### src/rtl/read_job_sequencer_if.sv
// read_job_sequencer_if: job request, read-master control/buffer and output stream bundle.
// The master modport is the sequencer's view; slave is the surrounding system.
interface read_job_sequencer_if #(
   parameter int DATAWIDTH = 32,
   parameter int ADDRWIDTH = 32,
   parameter int LENWIDTH  = 32
);
   logic                 job_valid;
   logic                 job_ready;
   logic [ADDRWIDTH-1:0] job_base;
   logic [LENWIDTH-1:0]  job_length;
   logic                 job_fixed;
   logic                 ctl_fixed_location;
   logic [ADDRWIDTH-1:0] ctl_read_base;
   logic [LENWIDTH-1:0]  ctl_read_length;
   logic                 ctl_go;
   logic                 ctl_done;
   logic                 usr_read_buffer;
   logic [DATAWIDTH-1:0] usr_buffer_data;
   logic                 usr_data_available;
   logic                 out_valid;
   logic                 out_ready;
   logic [DATAWIDTH-1:0] out_data;
   logic                 out_last;
   logic                 job_done;
   logic                 busy;
   modport master (
      input  job_valid, job_base, job_length, job_fixed, ctl_done, usr_buffer_data,
             usr_data_available, out_ready,
      output job_ready, ctl_fixed_location, ctl_read_base, ctl_read_length, ctl_go,
             usr_read_buffer, out_valid, out_data, out_last, job_done, busy
   );
   modport slave (
      output job_valid, job_base, job_length, job_fixed, ctl_done, usr_buffer_data,
             usr_data_available, out_ready,
      input  job_ready, ctl_fixed_location, ctl_read_base, ctl_read_length, ctl_go,
             usr_read_buffer, out_valid, out_data, out_last, job_done, busy
   );
endinterface

### src/rtl/read_job_sequencer.sv
// read_job_sequencer: launches read-master jobs and drains its buffer into a registered stream.
// Completion waits for both the master's done and the last stream word leaving.
module read_job_sequencer #(
   parameter int DATAWIDTH = 32,
   parameter int ADDRWIDTH = 32,
   parameter int LENWIDTH  = 32
) (
   input logic clk,
   input logic rst,
   read_job_sequencer_if.master bus
);
   localparam int BPW   = DATAWIDTH / 8;
   localparam int SHIFT = $clog2(BPW);

   typedef enum logic [1:0] {IDLE, LAUNCH, RUN, DONE} state_t;

   state_t               state_q, state_d;
   logic [ADDRWIDTH-1:0] base_q, base_d;
   logic [LENWIDTH-1:0]  len_q, len_d;
   logic                 fixed_q, fixed_d;
   logic [LENWIDTH-1:0]  words_q, words_d;
   logic                 first_q, first_d;
   logic                 seen_q, seen_d;
   logic [1:0]           cnt_q, cnt_d;
   logic                 rptr_q, rptr_d;
   logic                 wptr_q, wptr_d;
   logic [DATAWIDTH-1:0] data_q [2];
   logic [1:0]           last_q;

   logic                 accept;
   logic                 pop;
   logic                 hs;
   logic                 exit_run;
   logic [LENWIDTH-1:0]  job_words;

   // first_q masks a done level left over from the previous job during the first RUN cycle
   always_comb begin
      accept    = bus.job_valid & (state_q == IDLE) & ~rst;
      job_words = bus.job_length >> SHIFT;
      pop       = (state_q == RUN) & bus.usr_data_available & (words_q != '0) & (cnt_q != 2'd2);
      hs        = (cnt_q != 2'd0) & bus.out_ready;
      exit_run  = (words_q == '0) & (cnt_q == 2'd0) & (seen_q | (bus.ctl_done & ~first_q));
      state_d   = (state_q == IDLE)   ? (accept ? ((job_words == '0) ? DONE : LAUNCH) : IDLE) :
                  (state_q == LAUNCH) ? RUN :
                  (state_q == RUN)    ? (exit_run ? DONE : RUN) : IDLE;
      base_d    = accept ? bus.job_base : base_q;
      len_d     = accept ? bus.job_length : len_q;
      fixed_d   = accept ? bus.job_fixed : fixed_q;
      words_d   = accept ? job_words : words_q - {{(LENWIDTH-1){1'b0}}, pop};
      first_d   = state_q == LAUNCH;
      seen_d    = (state_q == RUN) & (seen_q | (bus.ctl_done & ~first_q));
      cnt_d     = cnt_q + {1'b0, pop} - {1'b0, hs};
      rptr_d    = rptr_q ^ hs;
      wptr_d    = wptr_q ^ pop;
   end

   always_ff @(posedge clk) begin
      if (rst) begin
         state_q <= IDLE;
         base_q  <= '0;
         len_q   <= '0;
         fixed_q <= 1'b0;
         words_q <= '0;
         first_q <= 1'b0;
         seen_q  <= 1'b0;
         cnt_q   <= 2'd0;
         rptr_q  <= 1'b0;
         wptr_q  <= 1'b0;
      end else begin
         state_q <= state_d;
         base_q  <= base_d;
         len_q   <= len_d;
         fixed_q <= fixed_d;
         words_q <= words_d;
         first_q <= first_d;
         seen_q  <= seen_d;
         cnt_q   <= cnt_d;
         rptr_q  <= rptr_d;
         wptr_q  <= wptr_d;
      end
   end

   always_ff @(posedge clk) begin
      if (pop) begin
         data_q[wptr_q] <= bus.usr_buffer_data;
         last_q[wptr_q] <= words_q == LENWIDTH'(1);
      end
   end

   assign bus.job_ready          = (state_q == IDLE) & ~rst;
   assign bus.ctl_go             = state_q == LAUNCH;
   assign bus.job_done           = state_q == DONE;
   assign bus.busy               = state_q != IDLE;
   assign bus.ctl_read_base      = base_q;
   assign bus.ctl_read_length    = len_q;
   assign bus.ctl_fixed_location = fixed_q;
   assign bus.usr_read_buffer    = pop;
   assign bus.out_valid          = cnt_q != 2'd0;
   assign bus.out_data           = data_q[rptr_q];
   assign bus.out_last           = last_q[rptr_q];
endmodule

### src/flat_wrapper.sv
// flat-port wrapper written by rule: the top's interface ports become plain ports
module read_job_sequencer_flat 
#(
   parameter int DATAWIDTH = 32,
   parameter int ADDRWIDTH = 32,
   parameter int LENWIDTH  = 32
)
  (clk, rst, bus_job_valid, bus_job_base, bus_job_length, bus_job_fixed, bus_ctl_done, bus_usr_buffer_data, bus_usr_data_available, bus_out_ready, bus_job_ready, bus_ctl_fixed_location, bus_ctl_read_base, bus_ctl_read_length, bus_ctl_go, bus_usr_read_buffer, bus_out_valid, bus_out_data, bus_out_last, bus_job_done, bus_busy);
  read_job_sequencer_if #(.DATAWIDTH(DATAWIDTH), .ADDRWIDTH(ADDRWIDTH), .LENWIDTH(LENWIDTH)) bus_i ();
  input logic clk;
  input logic rst;
  input wire logic [$bits(bus_i.job_valid)-1:0] bus_job_valid;
  input wire logic [$bits(bus_i.job_base)-1:0] bus_job_base;
  input wire logic [$bits(bus_i.job_length)-1:0] bus_job_length;
  input wire logic [$bits(bus_i.job_fixed)-1:0] bus_job_fixed;
  input wire logic [$bits(bus_i.ctl_done)-1:0] bus_ctl_done;
  input wire logic [$bits(bus_i.usr_buffer_data)-1:0] bus_usr_buffer_data;
  input wire logic [$bits(bus_i.usr_data_available)-1:0] bus_usr_data_available;
  input wire logic [$bits(bus_i.out_ready)-1:0] bus_out_ready;
  output wire logic [$bits(bus_i.job_ready)-1:0] bus_job_ready;
  output wire logic [$bits(bus_i.ctl_fixed_location)-1:0] bus_ctl_fixed_location;
  output wire logic [$bits(bus_i.ctl_read_base)-1:0] bus_ctl_read_base;
  output wire logic [$bits(bus_i.ctl_read_length)-1:0] bus_ctl_read_length;
  output wire logic [$bits(bus_i.ctl_go)-1:0] bus_ctl_go;
  output wire logic [$bits(bus_i.usr_read_buffer)-1:0] bus_usr_read_buffer;
  output wire logic [$bits(bus_i.out_valid)-1:0] bus_out_valid;
  output wire logic [$bits(bus_i.out_data)-1:0] bus_out_data;
  output wire logic [$bits(bus_i.out_last)-1:0] bus_out_last;
  output wire logic [$bits(bus_i.job_done)-1:0] bus_job_done;
  output wire logic [$bits(bus_i.busy)-1:0] bus_busy;
  assign bus_i.job_valid = bus_job_valid;
  assign bus_i.job_base = bus_job_base;
  assign bus_i.job_length = bus_job_length;
  assign bus_i.job_fixed = bus_job_fixed;
  assign bus_i.ctl_done = bus_ctl_done;
  assign bus_i.usr_buffer_data = bus_usr_buffer_data;
  assign bus_i.usr_data_available = bus_usr_data_available;
  assign bus_i.out_ready = bus_out_ready;
  assign bus_job_ready = bus_i.job_ready;
  assign bus_ctl_fixed_location = bus_i.ctl_fixed_location;
  assign bus_ctl_read_base = bus_i.ctl_read_base;
  assign bus_ctl_read_length = bus_i.ctl_read_length;
  assign bus_ctl_go = bus_i.ctl_go;
  assign bus_usr_read_buffer = bus_i.usr_read_buffer;
  assign bus_out_valid = bus_i.out_valid;
  assign bus_out_data = bus_i.out_data;
  assign bus_out_last = bus_i.out_last;
  assign bus_job_done = bus_i.job_done;
  assign bus_busy = bus_i.busy;
  read_job_sequencer #(.DATAWIDTH(DATAWIDTH), .ADDRWIDTH(ADDRWIDTH), .LENWIDTH(LENWIDTH)) u_core (.clk(clk), .rst(rst), .bus(bus_i));
endmodule
### config.mk
export PLATFORM = sky130hd
export DESIGN_NAME = read_job_sequencer_flat
export DESIGN_NICKNAME = d
export VERILOG_FILES = /design/src/rtl/read_job_sequencer_if.sv /design/src/rtl/read_job_sequencer.sv /design/src/flat_wrapper.sv
export SDC_FILE = /design/constraint.sdc
export NUM_CORES = 1
export LEC_CHECK = 0
export CAP_MARGIN = 25
export CORE_MARGIN = 1.5
export CORE_UTILIZATION = 47
export CTS_CLUSTER_DIAMETER = 150
export DETAILED_ROUTE_END_ITERATION = 6
export PLACE_DENSITY = 0.77
export SYNTH_ARGS = -nofsm -noshare
export SYNTH_HDL_FRONTEND = slang
export SYNTH_SLANG_ARGS = --single-unit
### constraint.sdc
create_clock -name clk -period 4 [get_ports clk]
set_input_delay 0.8 -clock clk [delete_from_list [all_inputs] [get_ports clk]]
set_output_delay 0.8 -clock clk [all_outputs]
set_load 0.03 [all_outputs]
==> flow_summary.yaml <==
timing:
  fin_crit_ns: 3.76
  slew_viol_final: 0
  setup_tns_ns: 0
  fmax_mhz: 266
  slew_headroom: 0.413
  rsz0062_at_grt: "false"
  skew_ns: 0.00877
  hold_viol: 0
  post-route-period-util: 0.940
  tightest_slew_ns: 0.881
  setup_violations: 0
critical_path:
  cp.depth: 5
  crit_path_top_delay_cell: "or4_1"
  critPathCaptureType: "output pin"
  crit_buf_inv: 1
  crit_arrival_ns: 2.96
  critPathLaunchType: "register"
  max_stage_delay_ns: 0.67
  cpLargestDelayFamily: "simple AND/OR/NAND/NOR gates"
  reg2reg_to: "u_core.words_q[22]"
  critical_path_class: "register to output pin"
  worstPathMaxFanout: 6
  reg2reg_depth: 10
  crit_chain: "or4_1, or3_4, or4_4, o2111a_1, dlygate4sd2_1"
  r2r_slack_ns: 0.36
  r2r_start: "u_core.words_q[4]"
  cp_data_required_time_ns: 3.20
routing:
  totalWireLength_um: 18900
  wire_per_inst_um: 17.5
  drc_errors: 0
  ant_nets: 0
  drt_first_pass_iters: 5
  viasPerCell: 5.61
  first_iter_violations: 456
  num_vias: 6037
power_and_ir_drop:
  peakVddDrop_v: 0.000288
  power.share.clock: 0.362
  seq_power_share: 0.408
  p_int_mw: 3.43
  switchingPower_mw: 1.36
  combPwrFrac: 0.229
  cellLeakagePower_nw: 3.44
  power_density_mw_per_mm2: 487
  swShare: 0.284
  power_mw: 4.79
layout:
  mostFrequentLayoutCells: "clkdlybuf4s50_1, nand2_1, dfxtp_1"
  final_common_cell: "clkdlybuf4s50_1"
  diodes: 0
  multi_input_area_mm2: 0.00273
  nets: 993
  syn_to_final_growth_pct: 39.6
  drive_above_1_share: 0.0997
  register_area_mm2: 0.00408
  fill_cells: 1111
global_route:
  grt_overflow: 0
  grtUsageTotal: 0.235
  grt_first_pass_wirelength_um: 29700
  first_global_vias: 5947
  grt_max_degree: 85
  antenna_found_initial: 0
job:
  drv_cap: 0
clocking:
  cts.path.max_buffers: 2
  holdBufCountCts: 0
  root_buffer: "clkbuf_16"
  cts.sinks: 171
  clk_pin_slew_worst_paths_ns: 0.07
  insertion_delay_ns: 0.42
  cts_htree_levels: 4
  cts_tree: "built"
  numCtsBuffers: 17
floorplanning:
  die_h_um: 125
  num_rows: 44
  start_util: 0.483
  io_pins: 207
  core_mm2: 0.0146
  die_area_mm2: 0.0157
  die_w_um: 125
synthesis:
  synth-edff-count: 66
  syn_nets: 802
  synthCells: 689
  synth_top_area_frac: 0.298
  synthArstFlopShare: 0
  yosysTopAreaCell: "dfxtp_1"
  synth_cell_type_count: 51
  ys_seq_area_frac: 0.579
  ys_warn_count: 0
  yosys-top-cells-area: "dfxtp_1, edfxtp_1, nand2_1"
  netlist_area_mm2: 0.00705
  ys.flop_type: "dfxtp_1"
  avgSynthCellArea_um2: 10.2
  synth-seq-cells: 171
hold_path:
  holdPathEnd: "u_core.bus.ctl_read_base[17]"
  hold_depth: 2
  hp-class: "register to register"
  min-delay-start: "u_core.bus.ctl_read_base[17]"
placed_design:
  gp_congestion: 0.869
  port_buffers: 206
  dp_hpwl_um: 13000
outcome:
  status: "complete, no violations"
[power groups by stage]
stage | Sequential [mW] | Clock, mW | Combinational [mW]
after floorplan | 2.05 | 0 | 0.587
after global placement | 1.98 | 0 | 1.07
after detailed placement | 1.99 | 0 | 1.09
after CTS | 1.95 | 1.76 | 1.10
after global routing | 1.96 | 1.83 | 1.17
final | 1.96 | 1.74 | 1.10
[synth_stat cells (2+ instances only)]
library cell / number
ha_1: 10
or2_2: 3
or3_1: 5
a211oi_1: 8
o21ai_0: 9
or4_1: 8
o31a_1: 2
nor4_2: 3
nand3_1: 8
and2_1: 4
mux2_2: 33
o2111ai_1: 2
nor3b_1: 4
and4_1: 6
buf_6: 3
nor2_1: 36
clkbuf_1: 34
buf_1: 4
o31ai_1: 5
nor3_1: 11
nand2b_1: 3
nand2_1: 150
dfxtp_1: 105
a311oi_1: 8
edfxtp_1: 66
xnor2_1: 9
nor4b_1: 2
nor2b_1: 2
nand4_1: 10
xor2_1: 3
inv_1: 10
a21oi_1: 75
nor4_1: 30
[how the worst max path moves through the flow]
stage                       from             endpoint  slack, ns
4_1_cts        u_core.words_q[4]  bus_usr_read_buffer       0.23
6_report       u_core.words_q[4]  bus_usr_read_buffer       0.24
5_1_grt        u_core.words_q[4]  bus_usr_read_buffer       0.15
2_1_floorplan  u_core.words_q[4]   u_core.words_q[20]       0.50
3_5_place_dp   u_core.words_q[4]   u_core.words_q[22]       0.42
3_3_place_gp   u_core.words_q[4]   u_core.words_q[26]       0.48
[registers in the layout, indices dropped and copies added (netlist names)]
name and flops:
u_core.words_q 32, u_core.bus.ctl_read_base 32, u_core.bus.ctl_read_length 32, u_core.seen_q 1, u_core.rptr_q 1, u_core.data_q 64, u_core.bus.ctl_fixed_location 1, u_core.last_q 2
u_core.wptr_q 1, u_core.state_q 2, u_core.cnt_q 2, u_core.first_q 1
[worst min-delay path: cells and delay by family (launching register included)]
family | cells | cell delay (ns)
AO/OA/AOI/OAI | 1 | 0.05
AND/OR/NAND/NOR | 1 | 0.05
flip-flops | 1 | 0.31
[cell families (layout without fill, tap and decap cells)]
group | after synthesis | after routing | share of synthesized area
AND/OR/NAND/NOR | 291 | 291 | 0.201
flip-flops | 171 | 171 | 0.579
AO/OA/AOI/OAI | 117 | 117 | 0.0985
buffers and inverters | 54 | 258 | 0.0341
multiplexers | 34 | 34 | 0.0541
XOR/XNOR | 12 | 12 | 0.0149
adder cells (fa/ha/maj) | 10 | 10 | 0.0177
[through the flow]
step	util	cells	setup slack, ns	hold WS [ns]	instance area (um2)
after detailed placement	0.632	1045	0.422	0.447	9220
after global routing	0.675	1077	0.148	0.474	9840
after global placement	0.632	1045	0.485	0.441	9220
after CTS	0.675	1077	0.234	0.456	9840
after floorplan	-	689	0.498	0.456	7050
final	0.675	1077	0.240	0.453	9840
[layer usage]
layer,track usage,vias to the layer above,wire [um]
met4,0.0842,0,395
met1,0.294,2857,7990
li1,-,2847,-
met2,0.386,291,8940
met5,0,-,0
met3,0.0727,42,1530
[cell type report]
| type | count | area share |
|---|---|---|
| Timing Repair Buffer | 216 | 0.217 |
| Inverter | 10 | 0.00381 |
| Tap cell | 184 | 0.0234 |
| Clock inverter | 13 | 0.0192 |
| Sequential cell | 171 | 0.415 |
| Multi-Input combinational cell | 464 | 0.278 |
| Clock buffer | 19 | 0.0440 |
[repair_timing]
action	in CTS	in global routing
setup endpoints to repair	1	0
resized for setup	1	0
buffers inserted	0	0
Note: power is estimated with default switching activity, not from simulation.
